$ cat config.mk
export PLATFORM = sky130hd
export DESIGN_NAME = lcd_cmd_engine
export DESIGN_NICKNAME = d
export VERILOG_FILES = /design/src/rtl/lcd_cmd_engine.sv
export SDC_FILE = /design/constraint.sdc
export NUM_CORES = 1
export LEC_CHECK = 0
export CAP_MARGIN = 20
export CORE_ASPECT_RATIO = 0.6
export CORE_MARGIN = 3
export CORE_UTILIZATION = 51
export CTS_BUF_LIST = sky130_fd_sc_hd__clkbuf_4 sky130_fd_sc_hd__clkbuf_8
export DETAILED_ROUTE_END_ITERATION = 6
export HOLD_SLACK_MARGIN = 0.12
export PLACE_DENSITY = 0.78
export RECOVER_POWER = 50
export SETUP_SLACK_MARGIN = 0.2
export SLEW_MARGIN = 20
export SYNTH_ARGS = -nofsm -noshare
export SYNTH_HDL_FRONTEND = slang
export SYNTH_SLANG_ARGS = --single-unit
$ cat constraint.sdc
create_clock -name i_clk -period 2.35 [get_ports i_clk]
set_input_delay 0.47 -clock i_clk [delete_from_list [all_inputs] [get_ports i_clk]]
set_output_delay 0.47 -clock i_clk [all_outputs]
set_load 0.005 [all_outputs]
$ cat src/rtl/lcd_cmd_engine.sv
// HD44780 write-only command engine: a 4-deep {rs, data} FIFO feeds a timed
// SETUP / PULSE / HOLD / WAIT sequencer that drives the panel pins.
module lcd_cmd_engine #(
  parameter int unsigned SETUP_CYC      = 2,
  parameter int unsigned EN_CYC         = 12,
  parameter int unsigned HOLD_CYC       = 2,
  parameter int unsigned WAIT_CYC       = 2000,
  parameter int unsigned CLEAR_WAIT_CYC = 82000
) (
  input  logic       i_clk,
  input  logic       i_rst,
  input  logic       i_cmd_vld,
  input  logic       i_cmd_rs,
  input  logic [7:0] i_cmd_data,
  input  logic       i_lcd_on,
  output logic       o_cmd_rdy,
  output logic       o_busy,
  output logic [2:0] o_fifo_cnt,
  output logic       o_lcd_on,
  output logic       o_lcd_en,
  output logic       o_lcd_rs,
  output logic       o_lcd_rw,
  output logic [7:0] o_lcd_data
);

  // Phase counter counts down from (phase length - 1), so it must hold the
  // longest phase minus one.
  localparam int unsigned MAX_A   = (SETUP_CYC > EN_CYC) ? SETUP_CYC : EN_CYC;
  localparam int unsigned MAX_B   = (HOLD_CYC > WAIT_CYC) ? HOLD_CYC : WAIT_CYC;
  localparam int unsigned MAX_C   = (MAX_A > MAX_B) ? MAX_A : MAX_B;
  localparam int unsigned MAX_CYC = (MAX_C > CLEAR_WAIT_CYC) ? MAX_C : CLEAR_WAIT_CYC;
  localparam int unsigned CNT_W   = (MAX_CYC > 1) ? $clog2(MAX_CYC) : 1;

  localparam logic [CNT_W-1:0] SETUP_LD = CNT_W'(SETUP_CYC - 1);
  localparam logic [CNT_W-1:0] PULSE_LD = CNT_W'(EN_CYC - 1);
  localparam logic [CNT_W-1:0] HOLD_LD  = CNT_W'(HOLD_CYC - 1);
  localparam logic [CNT_W-1:0] WAIT_LD  = CNT_W'(WAIT_CYC - 1);
  localparam logic [CNT_W-1:0] CLEAR_LD = CNT_W'(CLEAR_WAIT_CYC - 1);

  typedef enum logic [2:0] {
    ST_IDLE,
    ST_SETUP,
    ST_PULSE,
    ST_HOLD,
    ST_WAIT
  } state_t;

  // FIFO state
  logic [8:0]       mem_q [4];
  logic [1:0]       wptr_q;
  logic [1:0]       rptr_q;
  logic [2:0]       cnt_q;
  logic [2:0]       cnt_d;
  logic             push;
  logic             pop;
  logic [8:0]       head;

  // Sequencer state
  state_t           state_q;
  logic [CNT_W-1:0] phase_q;
  logic             phase_done;
  logic             en_q;
  logic             rs_q;
  logic [7:0]       data_q;
  logic             lcd_on_q;
  logic             is_clear;

  // Push is gated by the pre-pop fullness, so a full FIFO rejects a write
  // even in the cycle it is popped.
  assign push       = i_cmd_vld && (cnt_q != 3'd4);
  assign pop        = (state_q == ST_IDLE) && lcd_on_q && (cnt_q != 3'd0);
  assign head       = mem_q[rptr_q];
  assign phase_done = (phase_q == '0);
  // Clear display (0x01) and return home (0x02) need the long execution wait.
  assign is_clear   = !rs_q && ((data_q == 8'h01) || (data_q == 8'h02));

  // Occupancy next-state: simultaneous push and pop leave the count unchanged.
  always_comb begin
    // NOTE: default assignment first so no path through the case infers a latch.
    cnt_d = cnt_q;
    unique case ({push, pop})
      2'b10:   cnt_d = cnt_q + 3'd1;
      2'b01:   cnt_d = cnt_q - 3'd1;
      default: cnt_d = cnt_q;
    endcase
  end

  // FIFO storage write; contents are only meaningful where the count says so.
  // NOTE: the storage array is deliberately not reset -- emptiness is carried
  // by the pointers and count, and leaving the array out of reset lets it map
  // onto plain registers or LUT RAM.
  always_ff @(posedge i_clk) begin
    if (push) mem_q[wptr_q] <= {i_cmd_rs, i_cmd_data};
  end

  // FIFO pointers and occupancy; 2-bit pointers wrap 3 -> 0 naturally.
  always_ff @(posedge i_clk or posedge i_rst) begin
    if (i_rst) begin
      wptr_q <= 2'd0;
      rptr_q <= 2'd0;
      cnt_q  <= 3'd0;
    end else begin
      // NOTE: non-blocking assignments so every register samples pre-edge values.
      if (push) wptr_q <= wptr_q + 2'd1;
      if (pop)  rptr_q <= rptr_q + 2'd1;
      cnt_q <= cnt_d;
    end
  end

  // Command sequencer: pop, then timed setup / enable pulse / hold / exec wait.
  // The phase counter reloads on every state entry and counts down to zero.
  always_ff @(posedge i_clk or posedge i_rst) begin
    if (i_rst) begin
      state_q  <= ST_IDLE;
      phase_q  <= '0;
      en_q     <= 1'b0;
      rs_q     <= 1'b0;
      data_q   <= 8'h00;
      lcd_on_q <= 1'b0;
    end else begin
      lcd_on_q <= i_lcd_on;
      unique case (state_q)
        ST_IDLE: begin
          if (pop) begin
            rs_q    <= head[8];
            data_q  <= head[7:0];
            phase_q <= SETUP_LD;
            state_q <= ST_SETUP;
          end
        end
        ST_SETUP: begin
          if (phase_done) begin
            phase_q <= PULSE_LD;
            en_q    <= 1'b1;
            state_q <= ST_PULSE;
          end else begin
            phase_q <= phase_q - CNT_W'(1);
          end
        end
        ST_PULSE: begin
          if (phase_done) begin
            phase_q <= HOLD_LD;
            en_q    <= 1'b0;
            state_q <= ST_HOLD;
          end else begin
            phase_q <= phase_q - CNT_W'(1);
          end
        end
        ST_HOLD: begin
          if (phase_done) begin
            phase_q <= is_clear ? CLEAR_LD : WAIT_LD;
            state_q <= ST_WAIT;
          end else begin
            phase_q <= phase_q - CNT_W'(1);
          end
        end
        ST_WAIT: begin
          if (phase_done) begin
            state_q <= ST_IDLE;
          end else begin
            phase_q <= phase_q - CNT_W'(1);
          end
        end
        default: begin
          en_q    <= 1'b0;
          state_q <= ST_IDLE;
        end
      endcase
    end
  end

  // Outputs are registers or decodes of registers only.
  assign o_cmd_rdy  = (cnt_q != 3'd4);
  assign o_busy     = (state_q != ST_IDLE) || (cnt_q != 3'd0);
  assign o_fifo_cnt = cnt_q;
  assign o_lcd_on   = lcd_on_q;
  assign o_lcd_en   = en_q;
  assign o_lcd_rs   = rs_q;
  assign o_lcd_rw   = 1'b0;
  assign o_lcd_data = data_q;

endmodule

Word-level counts from Yosys, hierarchy flattened
Memories as Yosys holds them, arrays and structs flattened. A register that Yosys moved wholly into a read port is not among the register bits.
Index checks and enable logic that the tools add are counted.
Widths: inputs -> output; s select.
{ "totals": {"mem_bits_rw": 36, "memories": 1, "elab_cells": 66, "register_bits": 29} }
{ "memory_table": {"columns": ["name", "words", "width", "read_ports", "rd_ports_with_merged_regs", "write_ports", "line_no", "text"], "rows": [
  ["mem_q", 4, 9, 1, 1, 1, "49", "logic [8:0] mem_q [4];"]
]} }
{ "classes": {"n_reduce_logical": 18, "bitwise": 1, "n_mux": 19, "eq_ne": 15, "n_addsub": 5} }
{ "ops": {"columns": ["cell", "n"], "rows": [
  ["$mux 17", 6],
  ["$pmux 17 s5", 1],
  ["$logic_not 17->1", 1],
  ["$sub 17x1->17 const B", 1],
  ["$mux 3", 5],
  ["$pmux 3 s5", 1],
  ["$ne 2x2->1 const B", 6],
  ["$eq 8x1->1 const B", 1],
  ["$eq 8x2->1 const B", 1],
  ["$eq 3x2->1 const B", 2],
  ["$pmux 3 s2", 1],
  ["$reduce_and 3->1", 2],
  ["$reduce_bool 3->1", 2],
  ["$reduce_and 5->1", 1],
  ["$reduce_bool 5->1", 1],
  ["$add 2x1->2 const B", 2],
  ["$logic_and 1x1->1", 4],
  ["$mux 1", 4],
  ["$add 3x1->3 const B", 1],
  ["$eq 3x1->1 const B", 1],
  ["$eq 3x3->1 const B", 1],
  ["$logic_not 3->1", 1],
  ["$ne 3x3->1 const B", 1],
  ["$pmux 1 s3", 1],
  ["other kinds (9)", 10]
]} }

Depth between registers and ports, before layout
{ "logic_depth": {"depth_word": 6, "ltp_mapped": 11} }

Worst setup path after synthesis
Ideal clock, no wire load.
{ "synth_timing": {"path_type": "register -> register", "startpoint": "register state_q[1]", "endpoint": "register cnt_q[2] (netlist: o_fifo_cnt[2])", "path_buffers": 2, "setup_time_ns": 0.079, "t_required_ns": 2.271, "period_less_slack_ns": 2.274, "path_stages_with_launch": 12, "t_arrival_ns": 2.195, "slack_ns": 0.076, "path_cell_list": "dfrtp_1 buf_4 nor3_2 nand2b_1 inv_2 buf_2 ha_1 inv_1 fa_1 xor2_1 nor2_1 xor2_1"} }
{ "synth_via": {"elab_chain_cells": 5, "elab_cells_between_ends": 7, "cone_classes": "eq/ne: 2; mux: 1; reduce/logical: 4"} }
{ "synth_lines": {"columns": ["element", "line_no", "text"], "rows": [
  ["start: declaration", "59", "state_t state_q;"],
  ["start signal: assignment", "114", "state_q <= ST_IDLE;"],
  ["start signal: assignment", "128", "state_q <= ST_SETUP;"],
  ["start signal: assignment", "135", "state_q <= ST_PULSE;"],
  ["$logic_not 3->1 (*)", "71", "assign pop = (state_q == ST_IDLE) && lcd_on_q && (cnt_q != 3'd0);"],
  ["$logic_and 1x1->1 (*) (2 in series)", "71", null],
  ["net pop", "55", "logic pop;"],
  ["$eq 2x1->1 / $eq 2x2->1 (equally long branches)", "81", "unique case ({push, pop})"],
  ["$pmux 3 s2 / $reduce_bool 2->1 (equally long branches)", null, null],
  ["end signal: assignment", "106", "cnt_q <= cnt_d;"],
  ["end: declaration", "52", "logic [2:0] cnt_q;"]
]} }
The timed path passes the listed nets; every way through them passes the cells marked *.
A chain may end at the register's enable or synchronous reset.

Final worst setup path
{ "layout_timing": {"startpoint": "register phase_q[12]", "endpoint": "register phase_q[16]"} }
{ "layout_via": {"elab_chain_cells": 3, "elab_cells_between_ends": 9, "cone_classes": "add/sub: 1; eq/ne: 1; mux: 5; reduce/logical: 2"} }
{ "layout_lines": {"columns": ["element", "line_no", "text"], "rows": [
  ["start: declaration", "60", "logic [CNT_W-1:0] phase_q;"],
  ["start signal: assignment", "137", "phase_q <= phase_q - CNT_W'(1);"],
  ["start signal: assignment", "146", "phase_q <= phase_q - CNT_W'(1);"],
  ["start signal: assignment", "151", "phase_q <= is_clear ? CLEAR_LD : WAIT_LD;"],
  ["$sub 17x1->17 / $logic_not 17->1 (equally long branches)", null, null],
  ["$mux 17, or another cell as far along", "158", "if (phase_done) begin"],
  ["$pmux 17 s5 / $reduce_and 3->1 (equally long branches)", null, null]
]} }
Parallel ways exist; a longest one is shown, timed or not. The select of a mux whose other input is x is not followed.

==> flow_metrics.py <==
metrics = {
    "yosys": {
        "synth_top_family_by_area": "simple AND/OR/NAND/NOR gates",
        "synth.avg_cell_area_um2": 12.7,
        "netlist_instances": 282,
        "synth_edf_count": 36,
        "ys_seq_elements": 74,
        "yosysWarnings": 0,
        "async_flop_share_pct": 51.4,
        "netlist_area_um2": 3570,
        "syn_nets": 302,
        "synth_cell_type_count": 68,
        "synth-simple-area-share_pct": 13.6,
        "synth_top_flop_cell": "dfrtp_1",
        "synth_fa_ha_area_share_pct": 2.66,
        "muxShareOfSynthArea_pct": 9.67,
        "synth-compound-area-share_pct": 10.9,
        "yosysSeqAreaShare_pct": 56.9,
        "synth_xor_area_share_pct": 1.96,
    },
    "outcome": {
        "status": "complete, no violations",
    },
    "global_route": {
        "grt_antenna_before_repair": 0,
        "grt_pass1_wl_um": 12900,
        "grt_pass1_vias": 2471,
        "overflow": 0,
        "grt_max_degree": 39,
        "grt_use_total_pct": 21.0,
    },
    "detailed_routing": {
        "vias": 2540,
        "drtPass1Iterations": 6,
        "via_per_inst": 6.15,
        "wirelength_um": 7870,
        "drt_iter0_markers": 270,
        "antenna_left": 0,
        "wire_per_inst_um": 19.1,
        "drc_errors": 0,
    },
    "finish": {
        "fill_cells": 481,
        "multi_input_area_um2": 1430,
        "seq_area_um2": 2030,
        "antenna_cells": 0,
        "final_area_um2": 4270,
        "drive_gt1_share_pct": 18.5,
        "fin_cells": 413,
        "fin_nets": 344,
        "layout_common_cells": "edfxtp_1 (36), dfrtp_1 (36), clkdlybuf4s50_1 (17), inv_1 (16), nand2_1 (14)",
        "syn_to_final_growth_pct": 19.5,
    },
    "placement": {
        "post-dp-hpwl_um": 5590,
        "place_congestion": 0.915,
        "place.port_buffers": 28,
        "dp_cells": 392,
        "place_area_um2": 3960,
    },
    "sta": {
        "fmax_mhz": 479,
        "slew_violations": 0,
        "rsz0062_at_grt": "yes",
        "finalSetupViolCount": 0,
        "finalHoldViolations": 0,
        "finalHoldWorstSlack_ns": 0.524,
        "setup_tns_ns": 0,
        "worst_slew_pin_slew_ns": 0.963,
        "period_minus_slack_ns": 2.09,
        "slew_headroom_pct": 35.8,
        "skew_ns": 0.00573,
        "post-route-period-util_pct": 88.9,
    },
    "power": {
        "power_density_nw_per_um2": 1180,
        "irDropWorstVdd_v": 0.000683,
        "p_leak_nw": 1.65,
    },
    "cts": {
        "cts_num_sinks": 74,
        "cts_made_buffers": 9,
        "htreeDepth": 3,
        "worstSkewPairLatency_ns": 0.35,
        "clockBufferDepth": 2,
        "clkTransAtPathRegs_ns": 0.07,
        "root_buffer": "clkbuf_8",
        "cts_tree": "done",
    },
    "setup_path": {
        "rr_worst_depth": 5,
        "arrival_ns": 2.38,
        "startpoint_type": "flop",
        "rrSetupSlack_ns": 0.26,
        "r2r-start": "phase_q[12]$_DFFE_PP0P_",
        "path_max_fanout": 11,
        "r2r_end": "phase_q[16]$_DFFE_PP0P_",
        "timing_worst_setup_path_type": "reg -> reg",
        "end_kind": "flop",
        "required_ns": 2.64,
    },
    "min_path": {
        "hold_start": "o_fifo_cnt[0]$_DFFE_PP0P_",
        "min_path_type": "reg -> reg",
        "hold_end": "o_fifo_cnt[0]$_DFFE_PP0P_",
        "hold_depth": 1,
    },
    "floorplan": {
        "die_area_um2": 8070,
        "rows": 22,
        "ios": 30,
        "core_um2": 6440,
        "die_width_um": 114,
        "die_h_um": 70.8,
        "start_util_pct": 55.4,
    },
    "job": {
        "maxCapViolCount": 0,
    },
}
-- worst max-delay path by stage --
stage	endpoint	start	slack (ns)	depth (start not counted)
after global routing	o_fifo_cnt[2]$_DFFE_PP0P_	o_fifo_cnt[1]$_DFFE_PP0P_	0.1	10
after floorplan	o_fifo_cnt[2]$_DFFE_PP0P_	state_q[2]$_DFFE_PP0P_	0.22	10
after CTS	o_busy	state_q[1]$_DFFE_PP0P_	0.20	3
after detailed placement	o_fifo_cnt[2]$_DFFE_PP0P_	i_cmd_vld	0.02	9
after global placement	o_fifo_cnt[2]$_DFFE_PP0P_	i_cmd_vld	0.12	9
final	phase_q[16]$_DFFE_PP0P_	phase_q[12]$_DFFE_PP0P_	0.26	5
-- cells by family (layout without fill, tap and decap cells) --
| kind of cell | after synthesis | in the layout |
|---|---|---|
| AND/OR/NAND/NOR | 85 | 86 |
| flip-flops | 74 | 74 |
| AO/OA/AOI/OAI | 55 | 55 |
| buffers and inverters | 30 | 76 |
| multiplexers | 22 | 22 |
| XOR/XNOR | 8 | 8 |
| adder cells (fa/ha/maj) | 7 | 7 |
| other | 1 | 1 |
-- per-stage QoR --
| step | util (%) | setup WS, ns | total power, mW |
|---|---|---|---|
| after detailed placement | 61.5 | 0.0153 | 3.84 |
| final | 66.2 | 0.261 | 5.04 |
| after global placement | 61.5 | 0.118 | 3.76 |
| after global routing | 66.2 | 0.0975 | 5.37 |
| after floorplan | - | 0.224 | 3.19 |
| after CTS | 65.4 | 0.197 | 5.05 |
-- layout make-up --
type / instances / share of cell area, %
sequential: 74 / 47.7
multi-input combinational: 179 / 33.6
timing repair buffer: 43 / 9.06
clock buffer: 11 / 3.26
tap: 84 / 2.46
clock inverter: 5 / 2.41
inverter: 17 / 1.50
-- timing repair --
action / in CTS / in global routing
gates cloned: 0 / 1
hold buffers: 0 / 0
gates resized for setup: 2 / 10
endpoints found under the setup margin: 4 / 16
setup buffers: 1 / 3
pin swaps: 1 / 3
-- flip-flops by register name (all words and copies together), names as in the netlist --
| signal | cells |
|---|---|
| o_lcd_on | 1 |
| phase_q | 17 |
| state_q | 3 |
| mem_q | 36 |
| o_lcd_rs | 1 |
| rptr_q | 2 |
| o_fifo_cnt | 3 |
| wptr_q | 2 |
| o_lcd_en | 1 |
| o_lcd_data | 8 |
-- metal layers --
| metal | GRT usage (%) | vias up | part of all wire (%) | routed length [um] |
|---|---|---|---|---|
| met5 | 0 | - | 0 | 0 |
| met4 | 5.93 | 0 | 1.0 | 79 |
| met3 | 7.09 | 14 | 11 | 836 |
| met1 | 33.5 | 1243 | 48 | 3810 |
| li1 | - | 1145 | - | - |
| met2 | 26.9 | 138 | 40 | 3150 |
-- worst max-delay path, stage by stage, from the launching register on --
cell and delay [ns]:
dfrtp_1 0.45, nor4_2 0.37, nand4b_1 0.38, o221ai_4 0.50, o21bai_1 0.18, a22o_1 0.14
-- synthesized netlist by cell type (4+ instances only) --
cell,count,area (um^2)
mux2_1,9,101
a21oi_1,11,55.1
or3_1,6,37.5
o211ai_1,6,45.0
o21ai_1,6,30.0
dfrtp_1,38,951
nand4_1,5,31.3
nand3_1,12,60.1
ha_1,6,75.1
nor2_1,12,45.0
xnor2_1,5,43.8
o21ai_0,5,25.0
nor3_1,6,30.0
inv_1,16,60.1
mux4_2,9,203
buf_4,5,37.5
nand2_1,16,60.1
edfxtp_1,36,1080
and3_1,4,25.0
-- power by group --
group | internal, mW | switching [mW]
sequential | 1.79 | 0.429
clock | 0.727 | 0.453
combinational | 0.861 | 0.786
total | 3.38 | 1.67
Power figures use the tool's default switching activity.
